$ cat config.mk
export PLATFORM = sky130hd
export DESIGN_NAME = vend_fsm_param
export DESIGN_NICKNAME = d
export VERILOG_FILES = /design/src/rtl/vend_fsm_param.sv
export SDC_FILE = /design/constraint.sdc
export NUM_CORES = 1
export LEC_CHECK = 0
export CAP_MARGIN = 20
export CORE_MARGIN = 3
export CORE_UTILIZATION = 30
export CTS_CLUSTER_DIAMETER = 80
export DETAILED_ROUTE_END_ITERATION = 7
export GPL_TIMING_DRIVEN = 1
export PLACE_DENSITY = 0.5
export SYNTH_ARGS = -nofsm -noshare
export SYNTH_HDL_FRONTEND = slang
export SYNTH_SLANG_ARGS = --single-unit
$ cat constraint.sdc
create_clock -name clk -period 3.2 [get_ports clk]
set_clock_uncertainty 0.05 [all_clocks]
set_input_delay 0.8 -clock clk [delete_from_list [all_inputs] [get_ports clk]]
set_output_delay 0.8 -clock clk [all_outputs]
set_load 0.01 [all_outputs]
$ cat src/rtl/vend_fsm_param.sv
// Parameterised vending-machine controller.
//
// Accepts coins into a credit register, dispenses one of N_PROD products on a
// one-hot selection, and presents change or a cancel refund until the
// customer acknowledges it. Every output is registered, so each response
// shows up the cycle after the input that caused it.
//
// Parameters:
//   N_PROD     number of products (1..8)
//   W          width of credit, coin, price and change values
//   PRICES     packed prices, product i at PRICES[i*W +: W], each >= 1
//   MAX_CREDIT highest credit accepted (<= 2^W-1)
//
// Ports:
//   clk          rising-edge clock
//   reset        asynchronous active-high reset
//   coin_valid   coin present this cycle
//   coin_value   value of the coin
//   sel          one-hot product select pulse
//   cancel       refund request pulse
//   change_ack   change taken
//   credit       current accumulated credit
//   dispense     one-cycle dispense pulse
//   disp_id      index of the product being dispensed
//   change_valid change is being presented
//   change       change amount (0 when change_valid is low)
//   coin_reject  one-cycle pulse, coin returned
//   insufficient one-cycle pulse, selection refused for lack of credit
//   busy         high while dispensing or presenting change
module vend_fsm_param #(
  parameter int unsigned         N_PROD     = 2,
  parameter int unsigned         W          = 4,
  parameter logic [N_PROD*W-1:0] PRICES     = {4'd3, 4'd2},
  parameter int unsigned         MAX_CREDIT = 15
) (
  input  logic              clk,
  input  logic              reset,
  input  logic              coin_valid,
  input  logic [W-1:0]      coin_value,
  input  logic [N_PROD-1:0] sel,
  input  logic              cancel,
  input  logic              change_ack,
  output logic [W-1:0]      credit,
  output logic              dispense,
  output logic [2:0]        disp_id,
  output logic              change_valid,
  output logic [W-1:0]      change,
  output logic              coin_reject,
  output logic              insufficient,
  output logic              busy
);

  localparam logic [W:0] LpMax = (W + 1)'(MAX_CREDIT);

  typedef enum logic [1:0] {
    StIdle,
    StCollect,
    StDispense,
    StChange
  } state_t;

  state_t         r_state;
  logic [W-1:0]   r_credit;
  logic [W-1:0]   r_chg;       // change owed after a dispense, shown in StChange
  logic [W-1:0]   r_change;
  logic [2:0]     r_disp_id;
  logic           r_dispense;
  logic           r_change_valid;
  logic           r_coin_reject;
  logic           r_insufficient;
  logic           r_busy;

  logic [W:0]     w_sum;        // one bit wider so a 2^W wrap cannot hide an overflow
  logic           w_sel_onehot;
  logic [2:0]     w_sel_idx;
  logic [W-1:0]   w_price;
  logic           w_coin_fits;
  logic           w_can_buy;

  always_comb begin
    w_sum        = {1'b0, r_credit} + {1'b0, coin_value};
    w_sel_onehot = $onehot(sel);
    w_sel_idx    = '0;
    w_price      = '0;
    for (int i = 0; i < int'(N_PROD); i++) begin
      if (sel[i]) begin
        w_sel_idx = 3'(i);
        w_price   = PRICES[i*W +: W];
      end
    end
    w_coin_fits = (coin_value != '0) && ({1'b0, coin_value} <= LpMax);
    w_can_buy   = w_sel_onehot && (r_credit >= w_price);
  end

  always_ff @(posedge clk or posedge reset) begin
    if (reset) begin
      r_state        <= StIdle;
      r_credit       <= '0;
      r_chg          <= '0;
      r_change       <= '0;
      r_disp_id      <= '0;
      r_dispense     <= 1'b0;
      r_change_valid <= 1'b0;
      r_coin_reject  <= 1'b0;
      r_insufficient <= 1'b0;
      r_busy         <= 1'b0;
    end else begin
      r_dispense     <= 1'b0;
      r_coin_reject  <= 1'b0;
      r_insufficient <= 1'b0;
      case (r_state)
        StIdle: begin
          if (coin_valid) begin
            if (w_coin_fits) begin
              r_credit <= coin_value;
              r_state  <= StCollect;
            end else if (coin_value != '0) begin
              r_coin_reject <= 1'b1;
            end
          end
        end
        StCollect: begin
          if (cancel) begin
            r_change       <= r_credit;
            r_change_valid <= 1'b1;
            r_credit       <= '0;
            r_busy         <= 1'b1;
            r_state        <= StChange;
            r_coin_reject  <= coin_valid;
          end else if (w_can_buy) begin
            r_chg         <= r_credit - w_price;
            r_credit      <= '0;
            r_disp_id     <= w_sel_idx;
            r_dispense    <= 1'b1;
            r_busy        <= 1'b1;
            r_state       <= StDispense;
            r_coin_reject <= coin_valid;
          end else begin
            // A refused or malformed selection does not consume the cycle's coin.
            r_insufficient <= w_sel_onehot;
            if (coin_valid) begin
              if (w_sum <= LpMax) begin
                r_credit <= w_sum[W-1:0];
              end else begin
                r_coin_reject <= 1'b1;
              end
            end
          end
        end
        StDispense: begin
          r_coin_reject <= coin_valid;
          if (r_chg != '0) begin
            r_change       <= r_chg;
            r_change_valid <= 1'b1;
            r_state        <= StChange;
          end else begin
            r_busy  <= 1'b0;
            r_state <= StIdle;
          end
        end
        StChange: begin
          r_coin_reject <= coin_valid;
          if (change_ack) begin
            r_change       <= '0;
            r_change_valid <= 1'b0;
            r_chg          <= '0;
            r_busy         <= 1'b0;
            r_state        <= StIdle;
          end
        end
        default: r_state <= StIdle;
      endcase
    end
  end

  assign credit       = r_credit;
  assign dispense     = r_dispense;
  assign disp_id      = r_disp_id;
  assign change_valid = r_change_valid;
  assign change       = r_change;
  assign coin_reject  = r_coin_reject;
  assign insufficient = r_insufficient;
  assign busy         = r_busy;

endmodule

Yosys cells after proc, flatten, opt, wreduce, memory -nomap -nowiden
Cells that the tools add are included.

word-level totals
  flip-flop bits (word level) = 22
  output and inout bits = 16
  word-level logic and storage cells = 88

operators by class
  $add $sub $neg = 3
  $lt $le $gt $ge = 2
  eq/ne operators = 15
  multiplexer cells = 43
  bitwise logic cells = 1
  reduce and logical (&&, ||, !) cells = 14

operators with widths
  cell                                                 count
  two-way mux 4 bit                                    11
  two-way mux 1 bit                                    17
  two-way mux 2 bit                                    8
  != test 2 bit, second input constant                 8
  case mux 4 bit (2 select lines)                      2
  AND reduction 4 bit                                  4
  case mux 4 bit (3 select lines)                      1
  case mux 1 bit (3 select lines)                      3
  != test 4 bit, second input constant                 2
  case mux 2 bit (4 select lines)                      1
  nonzero test 4 bit                                   2
  adder 4 x 4 -> 5 bit                                 1
  <= comparator 5 x 4 -> 1 bit, second input constant  1
  AND reduction 5 bit                                  1
  equality test 2 x 1 -> 1 bit, second input constant  2
  equality test 2 bit, second input constant           2
  greater-or-equal comparator 4 bit                    1
  nonzero test 2 bit                                   2
  subtractor 4 bit                                     1
  != test 3 bit, second input constant                 1
  AND reduction 3 bit                                  1
  nonzero test 3 bit                                   1
  adder 1 x 1 -> 2 bit                                 1
  zero test 2 bit                                      1
  3 further kinds                                      3

Logic depth before layout (Yosys ltp)
Gate-level depths: netlist of the first run.

  depth in word-level cells = 7
  gate-level depth with buffers = 8
  mapped depth without buffers = 8

Worst setup path after synthesis of the first run
Ideal clock, no wire load.

  path type = input port to flip-flop
  start = input port sel[0]
  end = register r_credit[3], in the netlist credit[3]
  library setup time = 0.125 ns
  arrival = 2.581 ns
  data required time = 3.025 ns
  path slack = 0.444 ns
  cell stages on the path = 8
  path buffers = 0
  cell sequence = inv_1 ha_1 inv_1 fa_1 nor3b_2 o21a_4 a311oi_4 mux2_4

between the ends
  word-level cells in the longest chain between the ends = 7
  elaborated cells on any way between the ends = 12
  those cells by class = add/sub: 1; order compare: 1; eq/ne: 3; mux: 5; reduce/logical: 2

ends and longest elaborated chain
  item                               line  source
  from (decl)                        40    input logic [N_PROD-1:0] sel,
  two-way mux 2 bit (2 in series)    86    if (sel[i]) begin
  greater-or-equal comparator 4 bit  92    w_can_buy = w_sel_onehot && (r_credit >= w_price);
  logical AND 1 bit (*)              92
  two-way mux 4 bit                  130   end else if (w_can_buy) begin
  two-way mux 4 bit                  123   if (cancel) begin
  case mux 4 bit (2 select lines)    111   case (r_state)
  to (signal assigned)               115   r_credit <= coin_value;
  to (signal assigned)               143   r_credit <= w_sum[W-1:0];
  to (decl)                          63    logic [W-1:0] r_credit;

Every way passes the cells marked *; elsewhere a longest branch is shown, timed or not.
A chain may end at the register's enable or synchronous reset.

Final worst setup path of the first run
  start = input port sel[1]
  end = register r_credit[1], in the netlist credit[1]

between the ends
  word-level cells in the longest chain between the ends = 6
  elaborated cells on any way between the ends = 11
  those cells by class = add/sub: 1; order compare: 1; eq/ne: 3; mux: 4; reduce/logical: 2

ends and longest elaborated chain
  item                                                                               line
  two-way mux 2 bit or adder 1 x 1 -> 2 bit (tied branches)                          86, 82
  greater-or-equal comparator 4 bit or equality test 2 x 1 -> 1 bit (tied branches)  92, 82
  logical AND 1 bit (*)                                                              92
  two-way mux 4 bit                                                                  130
  two-way mux 4 bit                                                                  123
  case mux 4 bit (2 select lines)                                                    111

Marks and branches as above.

==> metrics.txt, run 1 <==
clock root buffer=clkbuf_8; fin crit share=94.6%; Critical R2R Capture=credit[1]; PwrDens=927 mW/mm2; R2R depth=9; Routed wire per std cell=14.4 um; DR vias=1,035; Seq/Total Area, Yosys=38.9%; library cells used by synthesis=41; All-Layer GR Usage=12.7%; # setup viols final=0; synthesized area=0.00129 mm2; YS warnings=0; Post-layout nets=178; largest net degree at the start of global routing=21; Synth Area in Compound Gates=21.6%; hold slack=0.458 ns; # hold bufs at CTS=0; top post-synthesis cells by area=dfrtp_1, ha_1, mux2_2, inv_1, fa_1; Synth top area share=38.9%; total CTS buffers=3; Hold Path Class=reg2reg; Critical R2R Launch=credit[0]; clock insertion delay at the later pin of the skew report=0.26 ns; post-synthesis xor/xnor area fraction=2.04%; highest-delay cell along the critical path=clkdlybuf4s50_1; Rel. slew slack=47.0%; # resized after CTS=0; crit path kind=in2reg; initial antenna violation count=0; synthesis-to-layout area growth=30.5%; Syn Inst Count=125; critical path data arrival time=3.15 ns; Hold Startpoint=change[1]; clk sinks=20; H-tree levels=1; Starting Density=31.7%; post-synthesis simple-gate area fraction=11.8%; post-placement cell count=203; leakage power=0.740 nW; Worst Max-Slew Pin Slew=0.794 ns; crit-path max FO=4; vias in the first global route=1,034; max-cap viol count=0; Top Ports=27; setup repair after global routing missed its margin=false; post-route cell area=0.00168 mm2; Hold Path End=change[1]; Design Power=1.56 mW; fmax=330 MHz; Post-Place Cell Area=0.00163 mm2; largest family of logic cells by synthesized area=compound AO/OA/AOI/OAI gates; Yosys reg bits=20; VDD IR-drop max=362 uV; initial drt markers=37; status=finished, final reports clean; Final Wtd Congestion=0.829; pins over their slew limit=0; Non-Filler Instances=207; Post-synth EDFFs=0; DP Wirelength=2380 um; final worst path period need=3.03 ns; final count of hold timing violations=0; first-pass GRT wire length=5110 um; Post-synth top flop=dfrtp_1; TritonCTS clock tree=yes; Adder-Cell Fraction of Synth Area=9.91%; critical path required time=3.33 ns; asr flop ratio synth=100%; Post-CTS Setup Repair Bufs=0; die height=71.5 um; crit-path cells=clkdlybuf4s50_1 -> inv_1 -> ha_1 -> inv_1 -> fa_1 -> nor3b_2 -> buf_4 -> o21a_4 -> a311oi_4 -> buf_4 -> mux2i_1; drt pass-1 iters=5; post-synthesis mux area share=9.52%; n_diodes=0; biggest area consumer among synthesized cells=dfrtp_1; CP startpoint kind=input port; Min-Delay Path Depth=1; reg2reg setup slack=0.79 ns; via/cell ratio=5.00; Core Footprint=0.00406 mm2; Clock Pin Slew Worst Setup and Hold Paths=0.08 ns; proportion of layout cells with a drive suffix above 1=17.2%; row cnt=23; Largest stage delay, worst path=0.45 ns; Detail Route Antenna Nets=0; Setup crit end kind=flip-flop; die width=71.5 um; final wirelength=2980 um; die area=0.00511 mm2; Remaining DRCs=0; syn_area_per_cell=10.3 um2; total gr overflow=0; CTS Buffer Depth=2; fill cell count=413; Port Buffers=24
[placed cells by master (no fill, tap or decap), types with 2 or more instances in the layout]
cell,n
a22oi_1,2
a21oi_1,3
dfrtp_1,20
ha_1,7
nand3_1,7
conb_1,2
fa_1,2
o2bb2ai_1,4
xnor2_1,3
o21ai_0,8
mux2i_1,4
a31o_2,2
a31oi_1,2
a2bb2oi_1,2
inv_1,13
clkdlybuf4s50_1,24
nand2_1,7
clkbuf_8,4
nor2b_1,3
buf_4,8
o21a_1,2
nor2_1,4
mux2_2,6
[cell usage after synthesis, drive strengths merged (2+ instances only)]
cell / count
nand3: 7
mux2: 7
a21oi: 4
o21ai: 8
mux2i: 4
nand2: 7
dfrtp: 20
fa: 2
a2bb2oi: 2
a22oi: 2
a31oi: 2
buf: 4
ha: 7
a31o: 2
o2bb2ai: 4
nor2: 4
xnor2: 3
nor2b: 3
inv: 13
o21a: 3
[area by class of cell]
| class | instances | area (um2) | area share, % |
|---|---|---|---|
| clock buffers | 4 | 55.1 | 3.28 |
| inverters | 13 | 48.8 | 2.90 |
| multi-input cells | 88 | 713 | 42.4 |
| flip-flops and latches | 20 | 500 | 29.8 |
| well taps | 50 | 62.6 | 3.72 |
| repair buffers | 32 | 300 | 17.9 |
[power by group]
part	internal [mW]	leakage, nW	switching (mW)
clock network	0.109	0.0288	0.0842
logic	0.473	0.459	0.384
registers	0.356	0.252	0.151
[worst max-delay path by stage]
stage / from / to / cells past startpoint
after global placement: sel[1] / credit[3] / 10
after detailed placement: sel[1] / credit[1] / 11
after floorplan: sel[0] / credit[3] / 8
after global routing: sel[1] / r_chg[1] / 10
after CTS: sel[1] / credit[1] / 11
final: sel[1] / credit[1] / 11
[sequential cells by signal (all words and copies together) (netlist names)]
| register | count |
|---|---|
| change | 4 |
| credit | 4 |
| r_chg | 4 |
| r_state | 2 |
| busy | 1 |
| change_valid | 1 |
| coin_reject | 1 |
| disp_id | 1 |
| dispense | 1 |
| insufficient | 1 |
[logic make-up after synthesis]
| kind of cell | count (synthesis) |
|---|---|
| compound gates | 35 |
| xor+xnor | 3 |
| fa+ha+maj | 9 |
| buf+inv | 18 |
| flops | 20 |
| mux | 11 |
| other cells | 1 |
| simple gates | 28 |
[critical path: cells and delay by family]
kind | cells | cell delay, ns
buffers and inverters | 5 | 0.94
adders and majority gates | 2 | 0.54
AOI/OAI and AO/OA | 2 | 0.51
muxes | 1 | 0.19
and+or+nand+nor | 1 | 0.17
[stage by stage]
step / worst slack (ns) / util (%) / setup TNS [ns]
floorplan: 0.444 / - / 0
global placement: -0.0328 / 40.1 / -0.0890
detailed placement: -0.0956 / 40.1 / -0.342
CTS: 0.167 / 41.4 / 0
global route: 0.0314 / 41.4 / 0
finish: 0.172 / 41.4 / 0
[metal layers]
| layer | GRT usage [%] | vias up | part of all wire, % |
|---|---|---|---|
| li1 | - | 515 | - |
| met2 | 20.4 | 22 | 46 |
| met5 | 0 | - | 0 |
| met3 | 2.66 | 4 | 4.1 |
| met1 | 17.4 | 494 | 48 |
| met4 | 3.13 | 0 | 0.97 |
(Power assumes the default switching activity.)
==> run 2: changes to the inputs <==
CORE_MARGIN = 2   (was 3)
CORE_UTILIZATION = 50   (was 30)
PLACE_DENSITY = 0.76   (was 0.5)
==> metrics.txt, run 2 (synthesis results as in run 1) <==
row cnt=18 (-22%); Combinational Power Share=54.0% (-1.0 points); clk sinks=20 (unchanged); # hold bufs at CTS=0 (unchanged); Critical R2R Capture=r_chg[0]; leakage power=0.725 nW (-2.1%); # resized after CTS=0 (unchanged); DR vias=1,049 (+1.4%); PwrDens=958 mW/mm2 (+3.4%); status=finished, final reports clean; n_diodes=0 (unchanged); final worst slack=0.264 ns (+0.0914 ns); Worst Max-Slew Pin Slew=0.756 ns (-0.0385 ns); fin crit share=91.8% (-2.9 points); clock share of power=13.7% (+1.3 points); crit path kind=in2reg; critical path required time=3.36 ns (+0.03 ns); Starting Density=52.4% (+21 points); Setup crit end kind=flip-flop; Core Footprint=0.00245 mm2 (-40%); first-pass GRT wire length=4620 um (-9.5%); Remaining DRCs=0 (unchanged); total CTS buffers=3 (unchanged); TritonCTS clock tree=yes; reg2reg setup slack=0.81 ns (+0.02 ns); final count of hold timing violations=0 (unchanged); initial drt markers=26 (-30%); clock root buffer=clkbuf_4; die area=0.00300 mm2 (-41%); proportion of layout cells with a drive suffix above 1=15.6% (-1.6 points); Post-CTS Setup Repair Bufs=0 (unchanged); pins over their slew limit=0 (unchanged); All-Layer GR Usage=22.1% (+9.5 points); CP startpoint kind=input port; Hold Path End=disp_id[0]; fmax=341 MHz (+3.1%); Fin Setup TNS=0 ns (unchanged); Port Buffers=24 (unchanged); critical path data arrival time=3.10 ns (-0.05 ns); commonest non-fill, non-tap cell in the layout=clkdlybuf4s50_1; Detail Route Antenna Nets=0 (unchanged); Routed wire per std cell=15.9 um (+11%); via/cell ratio=5.70 (+14%); Non-Filler Instances=184 (-11%); Sequential Power Share=32.3% (-0.2 points); Critical Path Stages=9 (-2); drt pass-1 iters=4 (-1); Min-Delay Path Depth=1 (unchanged); crit-path max FO=5 (+1); Top Ports=27 (unchanged); # setup viols final=0 (unchanged); Final Wtd Congestion=0.852 (+2.7%); vias in the first global route=1,012 (-2.1%); Hold Path Class=reg2reg; Design Power=1.56 mW (+0.36%); die width=54.7 um (-23%); fill cell count=201 (-51%); Post-layout nets=175 (-1.7%); switching share of power=40.1% (+0.40 points); Buf+Inv Stages, Crit Path=3 (-2); Largest stage delay, worst path=0.45 ns (about the same); CTS Buffer Depth=2 (unchanged); VDD IR-drop max=586 uV (+62%); final wirelength=2930 um (-1.6%); total gr overflow=0 (unchanged); crit-path cells=clkdlybuf4s50_1 -> inv_1 -> ha_1 -> inv_1 -> fa_1 -> nor3b_2 -> a2111oi_0 -> o21ai_0 -> o2bb2ai_1; clock insertion delay at the later pin of the skew report=0.31 ns (+0.05 ns); initial antenna violation count=0 (unchanged); Rel. slew slack=49.6% (+2.6 points); setup repair after global routing missed its margin=false; die height=54.7 um (-23%); final worst path period need=2.94 ns (-0.0914 ns); H-tree levels=1 (unchanged); pre-CTS WS=-0.0730 ns (+0.0226 ns); post-placement cell count=180 (-11%); DP Wirelength=2210 um (-7.1%); most used cell, CP=inv_1; synthesis-to-layout area growth=26.6%; commonest non-fill, non-tap cells in the layout=clkdlybuf4s50_1, dfrtp_1, inv_1, o21ai_0; R2R depth=7 (-2); Critical R2R Launch=credit[0]; Clock Pin Slew Worst Setup and Hold Paths=0.12 ns (+0.04 ns); max-cap viol count=0 (unchanged); Hold Startpoint=disp_id[0]; highest-delay cell along the critical path=clkdlybuf4s50_1; P_sw=627 uW (+1.4%); Internal=935 uW (-0.30%); family with the most delay on the worst path=compound AO/OA/AOI/OAI gates; largest net degree at the start of global routing=21 (unchanged)
run 2: metal layers:
layer	global-route usage [%]	wire length (um)
met1	29.0	1340
met2	36.5	1420
met3	2.73	130
met4	9.17	41
met5	0	0
run 2: worst max-delay path by stage:
stage                       from        end
final                     sel[1]   r_chg[0]
after global routing      sel[1]   r_chg[0]
after CTS                 sel[1]   r_chg[0]
after detailed placement  sel[1]   r_chg[0]
after global placement    sel[1]  credit[3]
after floorplan           sel[0]  credit[3]
run 2: layout make-up:
type | instances | area (um2) | area share [%]
inverter | 13 | 48.8 | 2.99
sequential | 20 | 500 | 30.7
timing repair buffer | 29 | 278 | 17.0
multi-input combinational | 88 | 713 | 43.7
tap | 30 | 37.5 | 2.30
clock buffer | 3 | 22.5 | 1.38
clock inverter | 1 | 30.0 | 1.84
run 2: through the flow:
stage,hold slack (ns),utilization (%),area [um2]
CTS,0.475,66.4,1630
floorplan,0.427,-,1290
detailed placement,0.447,64.3,1580
global placement,0.442,64.3,1580
finish,0.474,66.4,1630
global route,0.502,66.4,1630
run 2: power groups by stage:
stage          Clock, mW  Combinational [mW]  Sequential (mW)
2_1_floorplan          0               0.575            0.471
6_report           0.214               0.844            0.505
4_1_cts            0.213               0.847            0.502
3_3_place_gp           0               0.820            0.504
5_1_grt            0.221               0.926            0.523
3_5_place_dp           0               0.836            0.507
run 2: worst register-to-register path, cell delays in order (launching register included):
cell,delay (ns)
dfrtp_1,0.39
inv_1,0.09
ha_1,0.22
fa_1,0.39
nor3b_2,0.21
a2111oi_0,0.44
o21ai_0,0.29
o2bb2ai_1,0.23
==> run 3: changes to the inputs <==
clock period = 3.15 ns   (was 3.2 ns; I/O delays follow)
==> metrics.txt, run 3 (synthesis results as in run 1) <==
status=finished, final reports clean; # resized after CTS=0 (unchanged); final wirelength=2770 um (-5.4%); commonest non-fill, non-tap cells in the layout=clkdlybuf4s50_1, dfrtp_1, inv_1, o21ai_0; die height=54.7 um (unchanged); fin crit share=94.8%; Remaining DRCs=0 (unchanged); total gr overflow=0 (unchanged); Post-layout nets=174 (-0.57%); drt pass-1 iters=4 (unchanged); synthesis-to-layout area growth=24.8%; initial drt markers=13 (-50%); Clock Pin Slew Worst Setup and Hold Paths=0.11 ns (about the same); TritonCTS clock tree=yes; first-pass GRT wire length=4750 um (+2.8%); Hold Path Class=reg2reg; DR vias=1,032 (-1.6%); All-Layer GR Usage=22.6% (+0.44 points); Sequential Power Share=33.9% (+1.6 points); commonest non-fill, non-tap cell in the layout=clkdlybuf4s50_1; critical path required time=3.29 ns (-0.07 ns); DP Wirelength=2220 um (+0.20%); Buf+Inv Stages, Crit Path=3 (unchanged); max-cap viol count=0 (unchanged); row cnt=18 (unchanged); switching share of power=41.1% (+0.99 points); clk sinks=20 (unchanged); Routed wire per std cell=15.1 um (-4.9%); Final Wtd Congestion=0.857 (+0.54%); Combinational Power Share=56.3% (+2.3 points); initial antenna violation count=0 (unchanged); # hold bufs at CTS=0 (unchanged); Worst Max-Slew Pin Slew=0.756 ns (+0.0000295 ns); largest net degree at the start of global routing=21 (unchanged); pins over their slew limit=0 (unchanged); crit path kind=in2reg; total CTS buffers=3 (unchanged); Setup crit end kind=flip-flop; n_diodes=0 (unchanged); Detail Route Antenna Nets=0 (unchanged); fill cell count=210 (+4.5%); Core Footprint=0.00245 mm2 (unchanged); most used cell, CP=inv_1; vias in the first global route=1,044 (+3.2%); critical path data arrival time=3.12 ns (+0.02 ns); family with the most delay on the worst path=compound AO/OA/AOI/OAI gates; Top Ports=27 (unchanged); Non-Filler Instances=183 (-0.54%); Rel. slew slack=49.6% (about the same); Largest stage delay, worst path=0.46 ns (about the same); # setup viols final=0 (unchanged); crit-path max FO=5 (unchanged); Internal=885 uW (-5.4%); clock root buffer=clkbuf_4; setup repair after global routing missed its margin=false; final worst path period need=2.99 ns; Fin Setup TNS=0 ns (unchanged); PwrDens=936 mW/mm2 (-2.4%); Starting Density=52.4% (unchanged); die area=0.00300 mm2 (unchanged); highest-delay cell along the critical path=a2111oi_0; P_sw=618 uW (-1.4%); via/cell ratio=5.64 (-1.1%); leakage power=0.713 nW (-1.6%); H-tree levels=1 (unchanged); Post-CTS Setup Repair Bufs=0 (unchanged); clock insertion delay at the later pin of the skew report=0.30 ns (about the same); post-placement cell count=179 (-0.56%); die width=54.7 um (unchanged); crit-path cells=clkdlybuf4s50_1 -> inv_1 -> ha_1 -> inv_1 -> fa_1 -> nor3b_2 -> a2111oi_0 -> o21ai_0 -> o2bb2ai_1; CTS Buffer Depth=2 (unchanged); VDD IR-drop max=575 uV (-2.0%); clock share of power=9.8% (-3.9 points); fmax=335 MHz; final count of hold timing violations=0 (unchanged); Port Buffers=24 (unchanged); CP startpoint kind=input port; proportion of layout cells with a drive suffix above 1=15.0% (-0.55 points)
run 3: cell count changes in the layout (fill, tap and decap cells not counted):
cell	before	now
buf_4	5	4
bufinv_16	1	0
clkbuf_8	0	1
run 3: metrics by stage:
step	hold slack (ns)	power [mW]	area, um2	util (%)	setup slack (ns)
floorplan	0.427	1.06	1290	-	0.407
global placement	0.441	1.34	1570	64.0	0.00130
detailed placement	0.446	1.36	1570	64.0	-0.164
CTS	0.472	1.51	1610	65.4	0.156
global route	0.500	1.63	1610	65.4	0.0236
finish	0.467	1.50	1610	65.4	0.165
run 3: per-layer routing:
| layer | up-vias | wire, um | track usage, % | share of wire (%) |
|---|---|---|---|---|
| li1 | 507 | - | - | - |
| met5 | - | 0 | 0 | 0 |
| met1 | 498 | 1290 | 30.1 | 46 |
| met3 | 4 | 108 | 4.10 | 3.9 |
| met4 | 0 | 21 | 9.17 | 0.76 |
| met2 | 23 | 1360 | 35.7 | 49 |
run 3: area by class of cell:
type / count / area (um2) / share of cell area (%)
well taps: 30 / 37.5 / 2.34
repair buffers: 28 / 270 / 16.8
flip-flops and latches: 20 / 500 / 31.2
clock buffers: 4 / 36.3 / 2.26
inverters: 13 / 48.8 / 3.04
multi-input cells: 88 / 713 / 44.4
run 3: power groups by stage:
stage,clock network (mW),logic [mW],registers [mW]
after floorplan,0,0.584,0.478
after global placement,0,0.826,0.512
after detailed placement,0,0.845,0.512
after CTS,0.153,0.851,0.508
after global routing,0.167,0.940,0.528
final,0.147,0.846,0.510
run 3: worst paths after layout:
kind / start / endpoint / slack (ns) / cells past startpoint
min in group asynchronous: reset / r_chg[0] / 0.86 / 2
setup reg to reg: credit[0] / r_chg[1] / 0.75 / 7
setup / recovery: sel[1] / r_chg[1] / 0.16 / 9
hold reg to reg: change[1] / change[1] / 0.47 / 1
max in group asynchronous: reset / change[1] / 1.72 / 2
hold / removal: change[1] / change[1] / 0.47 / 1
